File: src/rtl/btn_debounce_multi.sv
// Multi-channel button conditioner: 2-flop synchroniser, stability-window debounce,
// press/release pulses. Define BTN_DEBOUNCE_REPEAT_EN to build the auto-repeat generator.
module btn_debounce_multi #(
   parameter int CHANNELS      = 4,
   parameter int STABLE_CYCLES = 100000,
   parameter int REPEAT_DELAY  = 50000000,
   parameter int REPEAT_RATE   = 10000000,
   parameter int CNT_W         = 32
) (
   input  logic                clk,
   input  logic                rst_n,
   input  logic [CHANNELS-1:0] button,
   output logic [CHANNELS-1:0] btn_level,
   output logic [CHANNELS-1:0] btn_press,
   output logic [CHANNELS-1:0] btn_release,
   output logic [CHANNELS-1:0] btn_repeat
);

   localparam logic [CNT_W-1:0] CNT_ZERO   = '0;
   localparam logic [CNT_W-1:0] CNT_ONE    = CNT_W'(1);
   localparam logic [CNT_W-1:0] STABLE_MAX = CNT_W'(STABLE_CYCLES - 1);

   genvar gi;
   generate
      for (gi = 0; gi < CHANNELS; gi++) begin : g_ch
         logic             s1_reg;
         logic             s2_reg;
         logic             level_reg;
         logic             press_reg;
         logic             release_reg;
         logic [CNT_W-1:0] cnt_reg;
         logic             accept;

         // The window completes on the edge where the mismatch has lasted STABLE_CYCLES edges.
         assign accept = (s2_reg != level_reg) && (cnt_reg == STABLE_MAX);

         always_ff @(posedge clk or negedge rst_n) begin
            if (!rst_n) begin
               s1_reg      <= 1'b0;
               s2_reg      <= 1'b0;
               level_reg   <= 1'b0;
               press_reg   <= 1'b0;
               release_reg <= 1'b0;
               cnt_reg     <= CNT_ZERO;
            end else begin
               s1_reg      <= button[gi];
               s2_reg      <= s1_reg;
               press_reg   <= 1'b0;
               release_reg <= 1'b0;
               if (s2_reg == level_reg) begin
                  cnt_reg <= CNT_ZERO;
               end else if (accept) begin
                  level_reg   <= s2_reg;
                  cnt_reg     <= CNT_ZERO;
                  press_reg   <= s2_reg;
                  release_reg <= ~s2_reg;
               end else begin
                  cnt_reg <= cnt_reg + CNT_ONE;
               end
            end
         end

         assign btn_level[gi]   = level_reg;
         assign btn_press[gi]   = press_reg;
         assign btn_release[gi] = release_reg;

`ifdef BTN_DEBOUNCE_REPEAT_EN
         localparam logic [CNT_W-1:0] DELAY_MAX = CNT_W'(REPEAT_DELAY - 1);
         localparam logic [CNT_W-1:0] RATE_MAX  = CNT_W'(REPEAT_RATE - 1);

         logic [CNT_W-1:0] rcnt_reg;
         logic             rph_reg;
         logic             repeat_reg;

         // Clearing on any accept keeps repeat pulses out of press and release cycles.
         always_ff @(posedge clk or negedge rst_n) begin
            if (!rst_n) begin
               rcnt_reg   <= CNT_ZERO;
               rph_reg    <= 1'b0;
               repeat_reg <= 1'b0;
            end else begin
               repeat_reg <= 1'b0;
               if (accept || !level_reg) begin
                  rcnt_reg <= CNT_ZERO;
                  rph_reg  <= 1'b0;
               end else if (!rph_reg && (rcnt_reg == DELAY_MAX)) begin
                  repeat_reg <= 1'b1;
                  rcnt_reg   <= CNT_ZERO;
                  rph_reg    <= 1'b1;
               end else if (rph_reg && (rcnt_reg == RATE_MAX)) begin
                  repeat_reg <= 1'b1;
                  rcnt_reg   <= CNT_ZERO;
               end else begin
                  rcnt_reg <= rcnt_reg + CNT_ONE;
               end
            end
         end

         assign btn_repeat[gi] = repeat_reg;
`else
         assign btn_repeat[gi] = 1'b0;
`endif
      end
   endgenerate

endmodule

File: config.mk
export PLATFORM = sky130hd
export DESIGN_NAME = btn_debounce_multi
export DESIGN_NICKNAME = d
export VERILOG_FILES = /design/src/rtl/btn_debounce_multi.sv
export SDC_FILE = /design/constraint.sdc
export NUM_CORES = 1
export LEC_CHECK = 0
export BUFFER_PORTS_ARGS = -buffer_cell sky130_fd_sc_hd__buf_2
export CAP_MARGIN = 20
export CORE_AREA = 2 2 119 110
export DETAILED_ROUTE_END_ITERATION = 16
export DIE_AREA = 0 0 121 112
export PLACE_DENSITY = 0.84
export RECOVER_POWER = 25
export SLEW_MARGIN = 30
export SYNTH_ARGS = -nofsm -noshare
export SYNTH_HDL_FRONTEND = slang
export SYNTH_SLANG_ARGS = --single-unit
export TNS_END_PERCENT = 5
File: constraint.sdc
create_clock -name clk -period 3.98 [get_ports clk]
set_input_delay 0.995 -clock clk [delete_from_list [all_inputs] [get_ports clk]]
set_output_delay 0.995 -clock clk [all_outputs]
set_load 0.01 [all_outputs]
* Yosys cells after proc, flatten, opt, wreduce, memory -nomap -nowiden
Index checks and enable logic that the tools add are counted.
** Storage, ports and cells
- Flip-flop bits (word level) :: 148
- Output and inout bits :: 16
** Operators by class
- Add/sub/neg operators :: 4
- Eq/ne operators :: 12
- Mux-type cells :: 24
- Bitwise logic cells :: 8
- Reduce and logical (&&, ||, !) cells :: 8
** Operators with widths (number)
- $mux 32 :: 8
- $add 32x1->32 const B :: 4
- $eq 32x17->1 const B :: 4
- $mux 1 :: 16
- $not 1->1 :: 8
- $reduce_and 2->1 :: 4
- $eq 1x1->1 :: 4
- $logic_and 1x1->1 :: 4
- $ne 1x1->1 :: 4

* Depth between registers and ports, before layout
Gate-level depths: netlist of run 1.
- Depth in word-level cells :: 4
- Depth in mapped cells :: 9
- Depth with buffers taken out :: 6

* Least setup slack after synthesis of run 1
Ideal clock, no wire load.
- Kind :: flip-flop to flip-flop
- Start :: register g_ch[1].cnt_reg[9]
- End :: register g_ch[1].cnt_reg[23]
- Library setup time :: 0.119 ns
- Arrival :: 1.880 ns
- Slack :: 1.981 ns
- Cell stages (with the launch flop) :: 9
- Buffers on the path :: 3
- Clock period less this slack :: 1.999 ns
- Cell sequence :: dfrtp_1 -> nand2_2 -> or4_1 -> or4_1 -> buf_2 -> nand2_4 -> buf_12 -> buf_12 -> nor2_1
** On the way
- Word-level cells in the longest chain between the ends :: 4
- Elaborated cells between the ends (all ways) :: 5
- Those cells by class :: add/sub: 1; eq/ne: 1; mux: 2; reduce/logical: 1
** RTL lines
- start: declaration :: line 31 : logic [CNT_W-1:0] cnt_reg;
- start signal: assignment :: line 58 : cnt_reg <= cnt_reg + CNT_ONE;
- parallel branches: the longest is 2 deep, another holds $add 32x1->32
- $mux 32 * :: line 52 : end else if (accept) begin
- $mux 32 * :: line 50 : if (s2_reg == level_reg) begin
Mark *: on every way between the ends.
A chain may end at the register's enable or synchronous reset.

* Worst setup path after layout of run 1
- Start :: register g_ch[3].cnt_reg[9]
- End :: register g_ch[3].cnt_reg[14]
** On the way
- Word-level cells in the longest chain between the ends :: 4
- Elaborated cells between the ends (all ways) :: 5
- Those cells by class :: add/sub: 1; eq/ne: 1; mux: 2; reduce/logical: 1
** RTL lines (line)
- start: declaration :: 31
- start signal: assignment :: 58
- parallel branches: the longest is 2 deep, another holds $add 32x1->32
- $mux 32 * :: 52
- $mux 32 * :: 50
Marks and branches as above.

==> results of run 1 <==
-- power breakdown --
group          switching, uW  internal (uW)
Sequential              14.2           1520
Clock                    637           1070
Combinational           59.6           16.3
Total                    711           2610
-- cell usage in the layout, fill, tap and decap left out, types with 16 or more instances in the layout --
| cell type | Yosys | layout |
|---|---|---|
| nor2_1 | 140 | 140 |
| nand3_1 | 45 | 45 |
| xor2_1 | 63 | 63 |
| buf_2 | 9 | 16 |
| dfrtp_1 | 148 | 148 |
| nand2_1 | 55 | 54 |
| nor3_1 | 18 | 18 |
| nor4_1 | 39 | 38 |
| clkbuf_16 | 0 | 17 |
| xnor2_1 | 55 | 55 |
| nand4_1 | 42 | 42 |
-- area by class of cell --
cell class / count / share of cell area [%]
flip-flops and latches: 148 / 46.4
multi-input cells: 545 / 40.9
clock buffers: 18 / 5.51
well taps: 164 / 2.57
clock inverters: 14 / 2.49
repair buffers: 20 / 1.51
inverters: 13 / 0.612
-- cell usage after synthesis (3+ instances only) --
master	instances	area, um2
dfrtp_1	148	3700
nor2_1	140	526
xor2_1	63	552
nand2_1	55	206
xnor2_1	55	482
nand3_1	45	225
nand4_1	42	263
nor4_1	39	244
nor3_1	18	90.1
buf_4	17	128
and4_1	15	131
inv_1	13	48.8
and3_1	10	62.6
and2_1	9	56.3
buf_2	9	45.0
clkbuf_1	9	33.8
or4_1	7	52.6
nor3b_1	5	37.5
a21oi_1	4	20.0
and3b_1	4	35.0
ha_1	4	50.1
nor4b_1	4	35.0
or2_2	4	25.0
or3_1	4	25.0
mux2_2	3	33.8
-- metrics by stage --
stage | worst slack (ns) | instance area (um2)
detailed placement | 1.29 | 7340
floorplan | 1.98 | 7250
global route | 1.32 | 7980
global placement | 1.41 | 7330
finish | 1.48 | 7980
CTS | 1.24 | 7980
-- metal layers --
layer,global-route usage [%],wire length (um),vias up
met5,0,0,-
met1,29.6,6300,2615
met3,4.92,605,18
met4,7.91,204,0
li1,-,-,2535
met2,35.0,6980,151
-- worst max-delay path, stage by stage, from the launching register on --
cell	delay, ns
dfrtp_1	0.43
nand2_1	0.13
or4_1	0.49
nor4_1	0.56
or2_2	0.61
nor2_1	0.14
-- logic make-up (layout without fill, tap and decap cells) --
kind of cell	after synthesis	after routing	synth area share, %
simple gates	405	405	28.2
flops	148	148	51.1
xor+xnor	118	118	14.3
buf+inv	51	65	4.15
compound gates	9	9	0.708
mux	5	5	0.760
fa+ha+maj	4	4	0.691
other cells	1	4	0.0518
-- worst paths after layout --
kind,from,endpoint,slack (ns),cells past startpoint
worst max-delay path,g_ch[3].cnt_reg[9],g_ch[3].cnt_reg[14],1.48,5
worst min-delay path,g_ch[1].s1_reg,g_ch[1].s2_reg,0.35,0
worst max register to register,g_ch[3].cnt_reg[9],g_ch[3].cnt_reg[14],1.48,5
worst min register to register,g_ch[1].s1_reg,g_ch[1].s2_reg,0.35,0
max in group asynchronous,rst_n,g_ch[2].cnt_reg[7],1.73,2
min in group asynchronous,rst_n,g_ch[1].cnt_reg[11],1.08,1
==> impl_metrics.tcl, run 1 <==
set metrics [dict create \
    outcome "complete, but fails checks" \
    failed_checks "max-capacitance violations, max-slew violations" \
    whs_ns 0.350 \
    track_usage_pct 22.0 \
    largest_reg_flops 128 \
    startpoint_type "register" \
    place.gp.congestion 0.869 \
    drc_errors 0 \
    holdCritPathClass "register to register" \
    clk_latency_ns 0.42 \
    syn_inst 741 \
    portBuffers 17 \
    clock-sinks 148 \
    num_rows 39 \
    ant_nets 0 \
    required_ns 4.25 \
    antenna_found_initial 0 \
    ir_drop_mv 0.396 \
    maxCapViolCount 1 \
    fin_skew_ns 0.00953 \
    setup_tns_ns 0 \
    drive_gt1_share_pct 8.44 \
    multiInputGateArea_um2 3260 \
    viasPerCell 5.77 \
    avgSynthCellArea_um2 9.77 \
    grt_remaining_overflow 0 \
    htree_levels 4 \
    design.core.area_um2 12300 \
    syn_to_final_growth_pct 10.1 \
    hold_viol_final 0 \
    worstPathArrival_ns 2.77 \
    drt-initial-drc-count 476 \
    grt_pass1_wl_mm 24.0 \
    synth_cell_types 38 \
    cts_resized 0 \
    first_global_vias 5242 \
    die_w_um 121 \
    setup_viol 0 \
    diodes 0 \
    min_period_over_period_pct 62.8 \
    synth_edf_count 0 \
    grt_max_degree 77 \
    slew_headroom_pct -22.6 \
    grt_setup_unrepaired "no" \
    drv_slew 76 \
    instances_no_fill 922 \
    postLayoutCoreUtil_pct 64.6 \
    wl_mm 14.1 \
    synth_area_um2 7240 \
    cts_hold_buf 0 \
    synth-async-reset-ratio_pct 100 \
    vias 5319 \
    start_util_pct 58.7 \
    clk_pin_slew_ns 0.06 \
    cts_tree "yes" \
    die_y_um 112 \
    numCtsBuffers 17 \
    regArea_um2 3700 \
    endpoint_kind "register" \
    power_density_nw_per_um2 416 \
    nets 755 \
    firstDrtPassIters 5 \
    ys_seq_area_share_pct 51.1 \
    power_uw 3320 \
    ys_ff_latch 148 \
    crit_type "register to register" \
    crit_path_max_fanout 31 \
    fillCellCount 947 \
    place_hpwl_mm 8.94 \
    die-area_um2 13600 \
    cts-root-buf "clkbuf_16" \
    yosys_warnings 0 \
    finalCriticalPeriod_ns 2.50 \
    clock_path_buffers 2 \
    pin_count 22 \
    fmax_mhz 400 \
    postCtsSetupBuffers 0 \
    p_leak_uw 0.00338 \
    yosys_most_used_dff "dfrtp_1" \
    post_drt_wl_per_cell_um 15.3 \
    tightest_slew_ns 1.84 \
    placed_cells 890 \
]
No activity file was read; power rests on OpenSTA's default activity.
==> inputs of run 2 (changes only) <==
- ABC_AREA: default -> 1
- CORE_AREA: 2 2 119 110 -> 2 2 136 124
- DIE_AREA: 0 0 121 112 -> 0 0 138 126
- clock period: 3.98 -> 2.6 ns (I/O delays scaled with it)
==> impl_metrics.tcl, run 2 <==
set metrics [dict create \
    cts_resized 0 \
    synth_most_common_cell "nand2_1" \
    hold_viol_final 0 \
    ys_ff_latch 148 \
    r2r-start "g_ch[2].cnt_reg[0]" \
    required_ns 3.16 \
    cts-root-buf "clkbuf_16" \
    setup_tns_ns 0 \
    max_stage_delay_ns 1.20 \
    power_density_nw_per_um2 481 \
    clk_latency_ns 0.44 \
    drive_gt1_share_pct 8.04 \
    syn_to_final_growth_pct 8.63 \
    largest_reg_flops 128 \
    instances_no_fill 1712 \
    fin_skew_ns 0.00747 \
    met3_usage_pct 5.67 \
    p_leak_uw 0.00467 \
    portBuffers 17 \
    syn_inst 1475 \
    synthAdderAreaFrac_pct 0.530 \
    cp-startpoint "rst_n" \
    grt_setup_unrepaired "no" \
    synth_edf_count 0 \
    fillCellCount 1472 \
    place.gp.congestion 1.01 \
    num_rows 44 \
    cpMaxStageDelayCell "clkbuf_2" \
    tightest_slew_ns 1.72 \
    gr-usage-met2_pct 45.2 \
    gr-max-usage-layer "met2" \
    crit_buf_inv 2 \
    avgSynthCellArea_um2 6.40 \
    synth.area.top_cells "dfrtp_1, nand2_1, nor2_1, inv_1, nand3_1" \
    crit_type "input port to async pin" \
    clock_path_buffers 2 \
    die-area_um2 17400 \
    placed_cells 1681 \
    wl_mm 23.7 \
    viasPerCell 5.32 \
    place_hpwl_mm 17.9 \
    final_cell_mix "nand2_1, nor2_1, inv_1, dfrtp_1, nand3_1" \
    crit_family "buffers and inverters" \
    design.core.area_um2 16000 \
    min_to "g_ch[0].s1_reg" \
    startpoint_type "input port" \
    worstPathArrival_ns 2.29 \
    min_period_over_period_pct 66.5 \
    synth_compound_area_share_pct 1.41 \
    yosys.area_share.simple_pct 46.2 \
    numCtsBuffers 17 \
    clock-sinks 148 \
    synth_area_um2 9440 \
    failed_checks "max-capacitance violations, max-slew violations" \
    drv_slew 68 \
    diodes 0 \
    die_y_um 126 \
    ys_seq_area_share_pct 39.2 \
    ant_nets 0 \
    ys_top_cells_by_count "nand2_1, nor2_1, inv_1" \
    layout_commonest_cell "nand2_1" \
    yosys_most_used_dff "dfrtp_1" \
    r2r_slack_ns 0.94 \
    nets 1503 \
    finalCriticalPeriod_ns 1.73 \
    hold_depth 1 \
    setup_viol 0 \
    vias 9102 \
    cp_cell_sequence "clkbuf_2 -> clkbuf_1" \
    endpoint_kind "async pin" \
    first_global_vias 8448 \
    synth-async-reset-ratio_pct 100 \
    min_from "button[0]" \
    synth-xor-area-share_pct 3.53 \
    postCtsSetupBuffers 0 \
    holdCritPathClass "input port to register" \
    drt-initial-drc-count 1041 \
    maxCapViolCount 1 \
    cts_tree "yes" \
    synth_area_leader_cell "dfrtp_1" \
    die_w_um 138 \
    yosys_warnings 0 \
    clk_pin_slew_ns 0.06 \
    crit_path_max_fanout 68 \
    slew_headroom_pct -14.7 \
    grt_remaining_overflow 0 \
    track_usage_pct 28.4 \
    grt_pass1_wl_mm 40.1 \
    grt_max_degree 69 \
    post_drt_wl_per_cell_um 13.9 \
    cts_hold_buf 0 \
    muxShareOfSynthArea_pct 0 \
    synth_top_family_by_area "simple AND/OR/NAND/NOR gates" \
    worstRegToRegCells 8 \
    synth_top_area_share_pct 39.2 \
    timing.rr.end "g_ch[2].cnt_reg[1]" \
    antenna_found_initial 0 \
    pin_count 22 \
    start_util_pct 59.1 \
    synth_cell_types 24 \
    power_uw 4930 \
    grt_use_met1_pct 39.3 \
    drc_errors 0 \
    firstDrtPassIters 8 \
    outcome "complete, but fails checks" \
    ir_drop_mv 0.445 \
    fmax_mhz 579 \
    htree_levels 4 \
]
[run 2: per-stage QoR]
step                cell area, um2  utilization (%)  hold WS, ns  setup slack [ns]
floorplan                     9450                -        0.331              1.20
global placement              9690             60.7        0.332              1.04
detailed placement            9690             60.7        0.340             0.963
CTS                          10300             64.3        0.232             0.896
global route                 10300             64.2        0.304             0.482
finish                       10300             64.2        0.315             0.872
[run 2: where the power goes]
group / internal, uW / switching [uW]
registers: 2320 / 19.9
logic: 32.1 / 110
clock network: 1430 / 1010
total: 3790 / 1140
[run 2: area by class of cell]
cell class	count	area [um2]	share of cell area (%)
flip-flops and latches	148	3700	36.1
inverters	177	664	6.48
well taps	207	259	2.53
repair buffers	24	146	1.43
clock buffers	19	443	4.32
multi-input cells	1125	4900	47.8
clock inverters	12	131	1.28
[run 2: worst max path at each step]
stage	to	slack, ns	cells past startpoint
3_3_place_gp	g_ch[2].cnt_reg[16]	1.04	8
3_5_place_dp	g_ch[2].cnt_reg[1]	0.96	8
2_1_floorplan	g_ch[0].cnt_reg[10]	1.20	8
4_1_cts	btn_level[0]	0.90	1
6_report	g_ch[1].cnt_reg[8]	0.87	2
5_1_grt	g_ch[1].s2_reg	0.48	2
[run 2: logic make-up (layout without fill, tap and decap cells)]
logic type	Yosys count	in the layout
fa+ha+maj	4	4
flops	148	148
other cells	1	4
simple gates	1054	1054
compound gates	25	25
xor+xnor	38	38
buf+inv	205	232
[run 2: metal layers]
metal	vias up	wire, um
li1	4460	-
met1	4193	10500
met2	379	10800
met3	70	1740
met4	0	671
met5	-	0
